--- config.mk ---
export PLATFORM = sky130hd
export DESIGN_NAME = crc_append_tx
export DESIGN_NICKNAME = d
export VERILOG_FILES = /design/src/rtl/crc_pkg.sv /design/src/rtl/crc_par_step.sv /design/src/rtl/crc_append_tx.sv
export SDC_FILE = /design/constraint.sdc
export NUM_CORES = 1
export LEC_CHECK = 0
export ABC_AREA = 1
export CORE_MARGIN = 2
export CORE_UTILIZATION = 32
export DETAILED_ROUTE_END_ITERATION = 8
export PLACE_DENSITY_LB_ADDON = 0.15
export SETUP_SLACK_MARGIN = 0.3
export SLEW_MARGIN = 25
export SYNTH_ARGS = -nofsm -noshare
export SYNTH_HDL_FRONTEND = slang
export SYNTH_SLANG_ARGS = --single-unit
--- constraint.sdc ---
create_clock -name iClk -period 2.3 [get_ports iClk]
set_input_delay 0.345 -clock iClk [delete_from_list [all_inputs] [get_ports iClk]]
set_output_delay 0.345 -clock iClk [all_outputs]
set_load 0.05 [all_outputs]
--- src/rtl/crc_pkg.sv ---
// Shared definitions for the CRC append path: FSM state encoding and common
// generator polynomials (implicit top term omitted).
package crc_pkg;

   typedef enum logic [1:0] {
      StIdle,
      StBody,
      StCrcPend
   } crcTxState_e;

   localparam logic [15:0] CRC16_CCITT = 16'h1021;
   localparam logic [7:0]  CRC8_SMBUS  = 8'h07;
   localparam logic [31:0] CRC32       = 32'h04C11DB7;

endpackage

--- src/rtl/crc_par_step.sv ---
// Combinational DATA_W-bit parallel CRC update, data consumed MSB first,
// no reflection.
module crc_par_step #(
   parameter int unsigned DATA_W = 32,
   parameter int unsigned CRC_W  = 16
) (
   input  logic [CRC_W-1:0]  crcIn,
   input  logic [DATA_W-1:0] data,
   input  logic [CRC_W-1:0]  poly,
   output logic [CRC_W-1:0]  crcOut
);

   logic [CRC_W-1:0] c;
   logic             fb;

   always_comb begin
      c  = crcIn;
      fb = 1'b0;
      for (int i = DATA_W - 1; i >= 0; i--) begin
         fb = c[CRC_W-1] ^ data[i];
         c  = {c[CRC_W-2:0], 1'b0} ^ ({CRC_W{fb}} & poly);
      end
      crcOut = c;
   end

endmodule

--- src/rtl/crc_append_tx.sv ---
// CRC append stage: forwards packet beats to the unpack FIFO and appends one CRC beat
// per packet. Define CRCTX_PKT_CNT_EN to add the oPktCnt/oErrCnt counters.
module crc_append_tx
   import crc_pkg::*;
#(
   parameter int unsigned      DATA_W     = 32,
   parameter int unsigned      CRC_W      = 16,
   parameter logic [CRC_W-1:0] CRC_POLY   = CRC16_CCITT,
   parameter logic [CRC_W-1:0] CRC_INIT   = 16'hFFFF,
   parameter logic [CRC_W-1:0] CRC_XOROUT = 16'h0000,
   parameter int unsigned      HDR_WORDS  = 1
) (
   input  logic              iClk,
   input  logic              iRst_n,
   input  logic              iWrSop,
   input  logic              iWrEop,
   input  logic              iWrVld,
   input  logic [DATA_W-1:0] iWrData,
   output logic              oFull,
   output logic              oWrSop,
   output logic              oWrEop,
   output logic              oWrVld,
   output logic [DATA_W-1:0] oWrData,
   input  logic              iFifoFull,
   input  logic              iAlmostFull,
   output logic              oProtoErr
`ifdef CRCTX_PKT_CNT_EN
   ,
   output logic [31:0]       oPktCnt,
   output logic [15:0]       oErrCnt
`endif
);

   crcTxState_e      stateQ;
   logic [CRC_W-1:0] crcQ, crcBase, crcStep, crcNext;
   logic [3:0]       hdrCntQ, beatHdrCnt, hdrCntNext;
   logic             accept, outFree, fold, loadBeat;

   assign oFull    = iFifoFull | (stateQ == StCrcPend) | ((stateQ == StIdle) & iAlmostFull);
   assign accept   = iWrVld & ~oFull;
   assign outFree  = ~oWrVld | ~iFifoFull;
   assign loadBeat = accept & (iWrSop | (stateQ == StBody));

   // A sop beat always restarts the CRC and header count, even mid-packet.
   always_comb begin
      beatHdrCnt = iWrSop ? 4'd0 : hdrCntQ;
      crcBase    = iWrSop ? CRC_INIT : crcQ;
      fold       = {1'b0, beatHdrCnt} >= 5'(HDR_WORDS);
      crcNext    = fold ? crcStep : crcBase;
      hdrCntNext = fold ? beatHdrCnt : beatHdrCnt + 4'd1;
   end

   crc_par_step #(
      .DATA_W(DATA_W),
      .CRC_W (CRC_W)
   ) uStep (
      .crcIn (crcBase),
      .data  (iWrData),
      .poly  (CRC_POLY),
      .crcOut(crcStep)
   );

   always_ff @(posedge iClk or negedge iRst_n) begin
      if (!iRst_n) begin
         stateQ    <= StIdle;
         crcQ      <= CRC_INIT;
         hdrCntQ   <= 4'd0;
         oWrSop    <= 1'b0;
         oWrEop    <= 1'b0;
         oWrVld    <= 1'b0;
         oWrData   <= '0;
         oProtoErr <= 1'b0;
      end else begin
         oProtoErr <= 1'b0;
         if (oWrVld && !iFifoFull) oWrVld <= 1'b0;
         case (stateQ)
            StIdle, StBody: begin
               // oFull covers iFifoFull, so an accepted beat always finds the output free.
               if (loadBeat) begin
                  oWrVld  <= 1'b1;
                  oWrSop  <= iWrSop;
                  oWrEop  <= 1'b0;
                  oWrData <= iWrData;
                  crcQ    <= crcNext;
                  hdrCntQ <= hdrCntNext;
                  stateQ  <= iWrEop ? StCrcPend : StBody;
               end
               oProtoErr <= accept & ((stateQ == StBody) ? iWrSop : ~iWrSop);
            end
            StCrcPend: begin
               if (outFree) begin
                  oWrVld  <= 1'b1;
                  oWrSop  <= 1'b0;
                  oWrEop  <= 1'b1;
                  oWrData <= DATA_W'(crcQ ^ CRC_XOROUT);
                  crcQ    <= CRC_INIT;
                  hdrCntQ <= 4'd0;
                  stateQ  <= StIdle;
               end
            end
            default: stateQ <= StIdle;
         endcase
      end
   end

`ifdef CRCTX_PKT_CNT_EN
   always_ff @(posedge iClk or negedge iRst_n) begin
      if (!iRst_n) begin
         oPktCnt <= '0;
         oErrCnt <= '0;
      end else begin
         if (oWrVld && oWrEop && !iFifoFull) oPktCnt <= oPktCnt + 32'd1;
         if (oProtoErr) oErrCnt <= oErrCnt + 16'd1;
      end
   end
`else
   // Counters compiled out; the datapath is identical either way.
`endif

endmodule
* Word level (Yosys, flattened, before mapping)
Index checks and enable logic that the tools add are counted.
** Storage, ports and cells
- Output and inout port bits :: 37
- Logic and storage cells :: 126
- Register bits after elaboration :: 58
** Cells by class
- $lt $le $gt $ge :: 1
- Equality and inequality tests :: 4
- Add/sub/neg operators :: 1
- Muxes and demuxes :: 29
- Reduce and logical (&&, ||, !) cells :: 7
- Bitwise operators :: 76
** Operators by type and width (number)
- $xor A16 B13 Y16 :: 32
- $mux W16 :: 4
- $mux W32 :: 2
- $pmux W32 S2 :: 1
- $pmux W16 S2 :: 1
- $xor A1 B1 Y1 :: 32
- $mux W4 :: 4
- $mux W1 :: 9
- $pmux W4 S2 :: 1
- $mux W2 :: 3
- $pmux W1 S2 :: 3
- $add A4 B1 Y4 const B :: 1
- $and A1 B1 Y1 :: 4
- $ge A4 B1 Y1 const B :: 1
- $ne A2 B2 Y1 const B :: 2
- $not A1 Y1 :: 4
- $or A1 B1 Y1 :: 4
- $pmux W2 S2 :: 1
- $reduce_and A3 Y1 :: 1
- $eq A2 B1 Y1 const B :: 1
- $eq A2 B2 Y1 const B :: 1
- $logic_not A2 Y1 :: 1
- $reduce_and A2 Y1 :: 1
- $reduce_bool A2 Y1 :: 1
- other kinds (3) :: 3

* Logic depth before layout (Yosys ltp)
Gate-level depths: netlist of the first run.
- Word-level depth :: 68
- Mapped depth :: 25
- Mapped depth without buffers :: 23

* Hierarchy
From an unflattened synthesis of the first run, not the netlist that was laid out.
** Unflattened totals
- Cells, all modules :: 2379
- Area total of the unflattened synthesis :: 12742.2 um^2
** Modules (own cells, without submodules)
- crc_par_step :: area an instance 9729.3 um^2, times used 1, cells an instance 1980, sequential area each 0.0 um^2
- crc_append_tx :: area an instance 3012.9 um^2, times used 1, cells an instance 399, sequential area each 1471.4 um^2

* Least setup slack after synthesis of the first run
OpenSTA, ideal clock, no wires.
- Path kind :: register to register
- Start :: reg stateQ[1]
- End :: reg crcQ[12]
- Library setup time :: 0.089 ns
- Data required time :: 2.211 ns
- Data arrival time :: 2.639 ns
- Clock period less this slack :: 2.728 ns
- Slack :: -0.428 ns
- Path buffers :: 1
- Cell stages (with the launch flop) :: 13
- Cell sequence :: dfrtp_1 > nor2_1 > o21ai_0 > nor2_1 > inv_1 > nor2_1 > inv_1 > nor2_1 > nor2_1 > inv_2 > buf_1 > nor2_1 > a21oi_1
** On the way
- Cells in the longest elaborated chain, start to end :: 8
- Elaborated cells between the ends (all ways) :: 16
- Those cells by class :: eq/ne: 4; mux: 1; bitwise: 7; reduce/logical: 4
** Ends and longest elaborated chain
- start, declared :: line crc_append_tx.sv:34 : crcTxState_e stateQ;
- start signal, assigned :: line crc_append_tx.sv:65 : stateQ <= StIdle;
- start signal, assigned :: line crc_append_tx.sv:86 : stateQ <= iWrEop ? StCrcPend : StBody;
- start signal, assigned :: line crc_append_tx.sv:98 : stateQ <= StIdle;
- $eq A2 B2 Y1 or $logic_not A2 Y1 (tied branches) :: line crc_append_tx.sv:39 : assign oFull = iFifoFull | (stateQ == StCrcPend) | ((stateQ == StIdle) & iAlmostFull);
- $or A1 B1 Y1 or $and A1 B1 Y1 (tied branches) :: line crc_append_tx.sv:39
- $or A1 B1 Y1 * :: line crc_append_tx.sv:39
- via oFull :: line crc_append_tx.sv:19 : output logic oFull,
- $not A1 Y1 * :: line crc_append_tx.sv:40 : assign accept = iWrVld & ~oFull;
- $and A1 B1 Y1 * :: line crc_append_tx.sv:40
- $and A1 B1 Y1 * :: line crc_append_tx.sv:42 : assign loadBeat = accept & (iWrSop | (stateQ == StBody));
- $ne A2 B2 Y1 (no line) *
- $reduce_and A3 Y1 (no line) *
- end signal, assigned :: line crc_append_tx.sv:84 : crcQ <= crcNext;
- end, declared :: line crc_append_tx.sv:35 : logic [CRC_W-1:0] crcQ, crcBase, crcStep, crcNext;
Mark *: on every way through the listed nets, which the timed path passes. The rest lies on a longest branch.
A chain may end at the register's enable or synchronous reset.

* Worst setup path in the final report of the first run
- Start :: in iWrData[26]
- End :: reg crcQ[12]
** On the way
- Cells in the longest elaborated chain, start to end :: 34
- Elaborated cells between the ends (all ways) :: 38
- Those cells by class :: mux: 3; bitwise: 35
** Ends and longest elaborated chain
- start, declared :: line crc_append_tx.sv:18 : input logic [DATA_W-1:0] iWrData,
- $xor A1 B1 Y1 * :: line crc_par_step.sv:20 : fb = c[CRC_W-1] ^ data[i];
- $xor A16 B13 Y16 * (4 in series) :: line crc_par_step.sv:21 : c = {c[CRC_W-2:0], 1'b0} ^ ({CRC_W{fb}} & poly);
- $xor A1 B1 Y1 or $xor A16 B13 Y16 (tied branches) :: line crc_par_step.sv:20, crc_par_step.sv:21
- $xor A16 B13 Y16 * (4 in series) :: line crc_par_step.sv:21
- $xor A1 B1 Y1 or $xor A16 B13 Y16 (tied branches) :: line crc_par_step.sv:20, crc_par_step.sv:21
- $xor A16 B13 Y16 * (11 in series) :: line crc_par_step.sv:21
- $xor A1 B1 Y1 or $xor A16 B13 Y16 (tied branches) :: line crc_par_step.sv:20, crc_par_step.sv:21
- $xor A16 B13 Y16 * (8 in series) :: line crc_par_step.sv:21
- $mux W16 * :: line crc_append_tx.sv:49 : crcNext = fold ? crcStep : crcBase;
- $mux W16 * :: line crc_append_tx.sv:79 : if (loadBeat) begin
- $pmux W16 S2 * :: line crc_append_tx.sv:76 : case (stateQ)
Mark *: on every way between the ends. The rest lies on a longest branch, timed or not. The select of a mux whose other input is x is not followed.

==> out/qor.yml, run 1 <==
status:
  status: "finished with violations"
  violations: "hold timing, setup timing"
worst_setup_path:
  reg2reg_depth: 20
  cp.required_ps: 2570
  path_class: "input port to flip-flop"
  arrival_ps: 2850
  crit_fanout: 5
  end_kind: "flip-flop"
  start_kind: "input port"
synthesis:
  ys_seq_area_share_pct: 32.3
  syn_nets: 669
  ys_warn_count: 0
  netlist_area_um2: 4560
  syn_avg_cell_area_um2: 7.25
  synth-edff-count: 0
  ys_async_sr_fraction_pct: 100
  synth.distinct_cells: 43
  dominantRegCellSynth: "dfrtp_1"
  yosys_register_bits: 58
  synthCells: 629
sta:
  fin_hold_ws_ps: -7.11
  grt_setup_unrepaired: "true"
  worst_pin_slew_ps: 557
  finalCritPeriodShare_pct: 112
  hold_violations: 10
  report.final.slew_viol_count: 0
  fmax_mhz: 388
  skew_ps: 4.76
  setup_slack_ps: -276
  min_period_ps: 2580
  slew_headroom_pct: 62.9
  setup_viol: 16
clock_network:
  clkLatencyLatePin_ps: 340
  cts_max_level: 3
  cts_made_buffers: 9
  cts_sinks: 58
  clkTransAtPathRegs_ps: 50
  root_buffer: "clkbuf_16"
  clock_path_buffers: 2
  cts_tree: "built"
place:
  gp_congestion: 0.920
  post-place-ws_ps: -916
  dp_cells: 982
  io_buffers: 75
  dp_hpwl_um: 12200
pwr:
  power_leakage_nw: 3.85
  powerDensity_nw_per_um2: 1680
  finalPower_mw: 13.5
  peakVddDrop_v: 0.000712
route:
  routed_wl_um: 16400
  drtIter0Drc: 161
  drc: 0
  post_drt_wl_per_cell_um: 16.0
  first_pass_iters: 4
  vias: 4939
  final_antenna_net_count: 0
  avgViaCountPerCell: 4.81
floorplan:
  io_pins: 76
  die_area_um2: 15200
  core_region_area_um2: 13900
  start_util_pct: 32.8
  rows: 43
  chipWidth_um: 123
  die_y_um: 123
grt:
  antenna_found_initial: 0
  grt.total_usage_pct: 22.0
  overflow: 0
  grt_pass1_vias: 4946
  grt_max_degree: 38
  grt_first_pass_wirelength_um: 25300
cells_and_area:
  fin_util_pct: 57.6
  drive_gt1_share_pct: 50.4
  fillers: 1254
  fin_cells: 1026
  diodes: 0
  layout_common_cells: "buf_4 (119), nand2_1 (90), clkdlybuf4s50_1 (70)"
  seqCellArea_um2: 1470
  nets: 881
  multi_input_area_um2: 3740
  syn_to_final_growth_pct: 75.5
  final_common_cell: "buf_4"
job:
  maxCapViolCount: 0
hold_path:
  min_path_type: "input port to asynchronous set/reset pin"
[critical path, stage by stage]
cell	delay [ps]
clkdlybuf4s50_1	500
inv_1	60
nand2_1	130
nand2_1	150
nand2_8	120
nand2_8	80
nand2_8	90
nand2_8	70
buf_12	140
xnor2_4	210
inv_2	80
nand2_2	70
nand3_2	90
buf_4	140
nand3_1	80
nand2_2	70
inv_2	60
nand2_2	60
nand3_2	90
nand2_2	60
a21oi_2	130
[metal layers]
| metal | vias up | track usage [%] | part of all wire (%) |
|---|---|---|---|
| met5 | - | 0 | 0 |
| met4 | 0 | 8.24 | 2.2 |
| met3 | 25 | 4.01 | 3.7 |
| met2 | 107 | 38.9 | 51 |
| met1 | 2366 | 26.5 | 43 |
| li1 | 2441 | - | - |
[synth_stat cells, types with 2 or more instances]
cell / instances / share of area (%)
dfstp_2: 16 / 9.2
nor2_4: 3 / 0.74
buf_12: 2 / 0.88
dfrtp_1: 42 / 23
nand2_2: 44 / 6.0
xor2_2: 6 / 2.1
xor2_1: 12 / 2.3
nand2_1: 163 / 13
nand3_1: 68 / 7.5
nor2_2: 6 / 0.82
nor2_8: 3 / 1.3
nand3b_4: 2 / 0.88
a221oi_1: 8 / 1.5
o22ai_1: 9 / 1.2
o21ai_0: 18 / 2.0
nand2_4: 16 / 4.0
inv_2: 9 / 0.74
clkinv_1: 3 / 0.25
clkbuf_1: 7 / 0.58
o21ai_1: 2 / 0.22
a21oi_1: 22 / 2.4
nand3_2: 8 / 1.8
a32o_1: 3 / 0.66
a22oi_1: 3 / 0.49
nor2_1: 64 / 5.3
inv_1: 68 / 5.6
xnor2_1: 2 / 0.38
nand3b_1: 5 / 0.82
[flip-flops by register name, summed over array words and instances (netlist names)]
name       flops
crcQ          16
oWrEop         1
oProtoErr      1
stateQ         2
oWrSop         1
hdrCntQ        4
oWrData       32
oWrVld         1
[path summary, 6_finish.rpt]
path | from | to | slack, ps
setup / recovery | iWrData[26] | crcQ[12] | -280
hold / removal | iRst_n | oWrEop | -7
setup reg to reg | crcQ[14] | crcQ[12] | -280
hold reg to reg | oWrEop | oWrEop | 470
max in group asynchronous | iRst_n | crcQ[8] | 1630
min in group iClk | iWrData[29] | oWrData[29] | 450
[stage by stage]
stage | setup TNS [ps] | instance area (um^2) | hold slack [ps]
6_report | -3120 | 8000 | -7.11
5_1_grt | -5220 | 8000 | 25.9
4_1_cts | -2420 | 7430 | 4.64
3_5_place_dp | -19210 | 6490 | 363
3_3_place_gp | -17320 | 6490 | 353
2_1_floorplan | 0 | 4700 | 49.4
[power breakdown]
group          total [mW]  internal (mW)  switching, mW
clock                1.36          0.864          0.500
combinational        10.3           4.26           6.01
sequential           1.85           1.54          0.314
total                13.5           6.65           6.82
[cells by family after synthesis]
family                   synth area share, %
adder cells (fa/ha/maj)                0.274
buffers and inverters                   8.78
XOR/XNOR                                6.29
AND/OR/NAND/NOR                         43.6
flip-flops                              32.3
AO/OA/AOI/OAI                           8.73
[area by class of cell]
type | instances | area share (%)
multi-input cells | 477 | 46.8
repair buffers | 214 | 24.4
flip-flops and latches | 58 | 18.4
inverters | 81 | 3.91
clock buffers | 11 | 3.03
well taps | 180 | 2.82
clock inverters | 5 | 0.673
[what timing repair did]
action	4_1_cts	5_1_grt
resized for setup	125	102
cloned	1	0
pin swaps	82	78
endpoints found under the setup margin	54	50
hold buffers	0	0
buffers inserted	11	16
Note: power is estimated with default switching activity, not from simulation.
==> run 2, diff against run 1 <==
Settings changed: SKIP_LAST_GASP set to 1.
==> out/qor.yml, run 2 (same netlist as run 1, synthesis figures left out) <==
cells_and_area:
  largestRegisters: "oWrData x32, crcQ x16, hdrCntQ x4"
  diodes: 0
  largest_register_ff_count: 32
  drive_gt1_share_pct: 49.5
  nets: 878
  syn_to_final_growth_pct: 74.6
  regMostFlops: "oWrData"
  layout_common_cells: "buf_4 (117), nand2_1 (93), clkdlybuf4s50_1 (70)"
  final_common_cell: "buf_4"
  fin_area_um2: 7960
worst_setup_path:
  r2r_start: "crcQ[14]"
  startpoint: "crcQ[14]"
  path_class: "flip-flop to flip-flop"
  crit_fanout: 5
  start_kind: "flip-flop"
  end_kind: "flip-flop"
  cp.required_ps: 2570
  arrival_ps: 2840
sta:
  slew_headroom_pct: 62.9
  finalCritPeriodShare_pct: 112
  min_period_ps: 2570
  skew_ps: 5.47
  fin_tns_setup_ps: -3100
  worst_pin_slew_ps: 557
  setup_slack_ps: -271
  report.final.slew_viol_count: 0
  setup_viol: 16
  grt_setup_unrepaired: "true"
  hold_violations: 17
  fmax_mhz: 389
  fin_hold_ws_ps: -10.8
floorplan:
  start_util_pct: 32.8
  die_area_um2: 15200
  core_region_area_um2: 13900
  io_pins: 76
  die_y_um: 123
  rows: 43
  chipWidth_um: 123
status:
  status: "finished with violations"
  violations: "hold timing, setup timing"
route:
  drtIter0Drc: 170
  final_antenna_net_count: 0
  vias: 4895
  routed_wl_um: 16300
  first_pass_iters: 4
  avgViaCountPerCell: 4.78
  drc: 0
  post_drt_wl_per_cell_um: 15.9
place:
  gp_congestion: 0.920
  dpl_cell_area_um2: 6490
  dp_hpwl_um: 12200
  io_buffers: 75
clock_network:
  ctsHoldBuffers: 0
  root_buffer: "clkbuf_16"
  cts_made_buffers: 9
  clkLatencyLatePin_ps: 340
  cts_tree: "built"
  cts_sinks: 58
  cts_max_level: 3
  clkTransAtPathRegs_ps: 50
  clock_path_buffers: 2
pwr:
  powerDensity_nw_per_um2: 1670
  power_leakage_nw: 3.83
  peakVddDrop_v: 0.000711
  finalPower_mw: 13.3
grt:
  grt_pass1_vias: 4938
  grt_first_pass_wirelength_um: 25300
  grt.total_usage_pct: 22.0
  grt_max_degree: 38
  antenna_found_initial: 0
  overflow: 0
job:
  maxCapViolCount: 0
hold_path:
  min_path_type: "input port to asynchronous set/reset pin"
## run 2: changes by cell type in the layout (fill, tap and decap cells not counted)
cell and delta:
nand2_2 -3, nand2_1 +3, inv_1 +1, o21ai_1 +2, buf_4 -2, buf_6 -1
o21ai_2 -2, inv_2 -1
## run 2: per-stage QoR
| stage | std cells | worst slack (ps) | util [%] |
|---|---|---|---|
| after floorplan | 629 | 60.9 | - |
| after global placement | 982 | -881 | 46.7 |
| after detailed placement | 982 | -916 | 46.7 |
| after CTS | 1010 | -202 | 53.5 |
| after global routing | 1023 | -418 | 57.3 |
| final | 1023 | -271 | 57.3 |
## run 2: critical path: stages (launching register included)
cell and delay [ps]:
dfstp_2 580, inv_2 50, nand2_2 70, nand2_2 70
nand2_4 130, nand2_8 80, nand3b_4 140, nand2_8 90
buf_12 130, xnor2_4 210, inv_2 80, nand2_2 70
nand3_2 90, buf_4 140, nand3_1 80, nand2_2 70
inv_2 60, nand2_2 60, nand3_2 90, nand2_2 60
a21oi_2 130
## run 2: path summary, 6_finish.rpt
kind / to / slack [ps] / depth (start not counted)
worst min register to register: oWrEop / 470 / 2
worst max-delay path: crcQ[12] / -270 / 20
worst min-delay path: oWrEop / -10 / 1
worst max register to register: crcQ[12] / -270 / 20
max in group asynchronous: crcQ[15] / 1640 / 2
min in group iClk: oWrData[29] / 440 / 3
## run 2: area by class of cell
class | count | area, um^2
repair buffers | 211 | 1930
inverters | 81 | 313
flip-flops and latches | 58 | 1470
clock inverters | 5 | 53.8
multi-input cells | 477 | 3720
well taps | 180 | 225
clock buffers | 11 | 243
fillers | 1260 | 5920
## run 2: repair_timing
action	in CTS	in global routing
setup buffers	11	13
pin swaps	82	72
resized for setup	121	99
cloned	1	0
setup endpoints to repair	54	50
## run 2: routing by layer
metal	vias up	track usage (%)	wire length (um)
met5	-	0	0
met4	0	8.24	348
met3	21	4.01	632
met2	91	38.8	8370
met1	2353	26.6	6920
li1	2430	-	-
## run 2: where the power goes
part / switching, mW / internal [mW] / leakage (nW)
combinational: 5.89 / 4.17 / 3.01
sequential: 0.315 / 1.54 / 0.674
clock: 0.502 / 0.863 / 0.149
total: 6.71 / 6.57 / 3.83
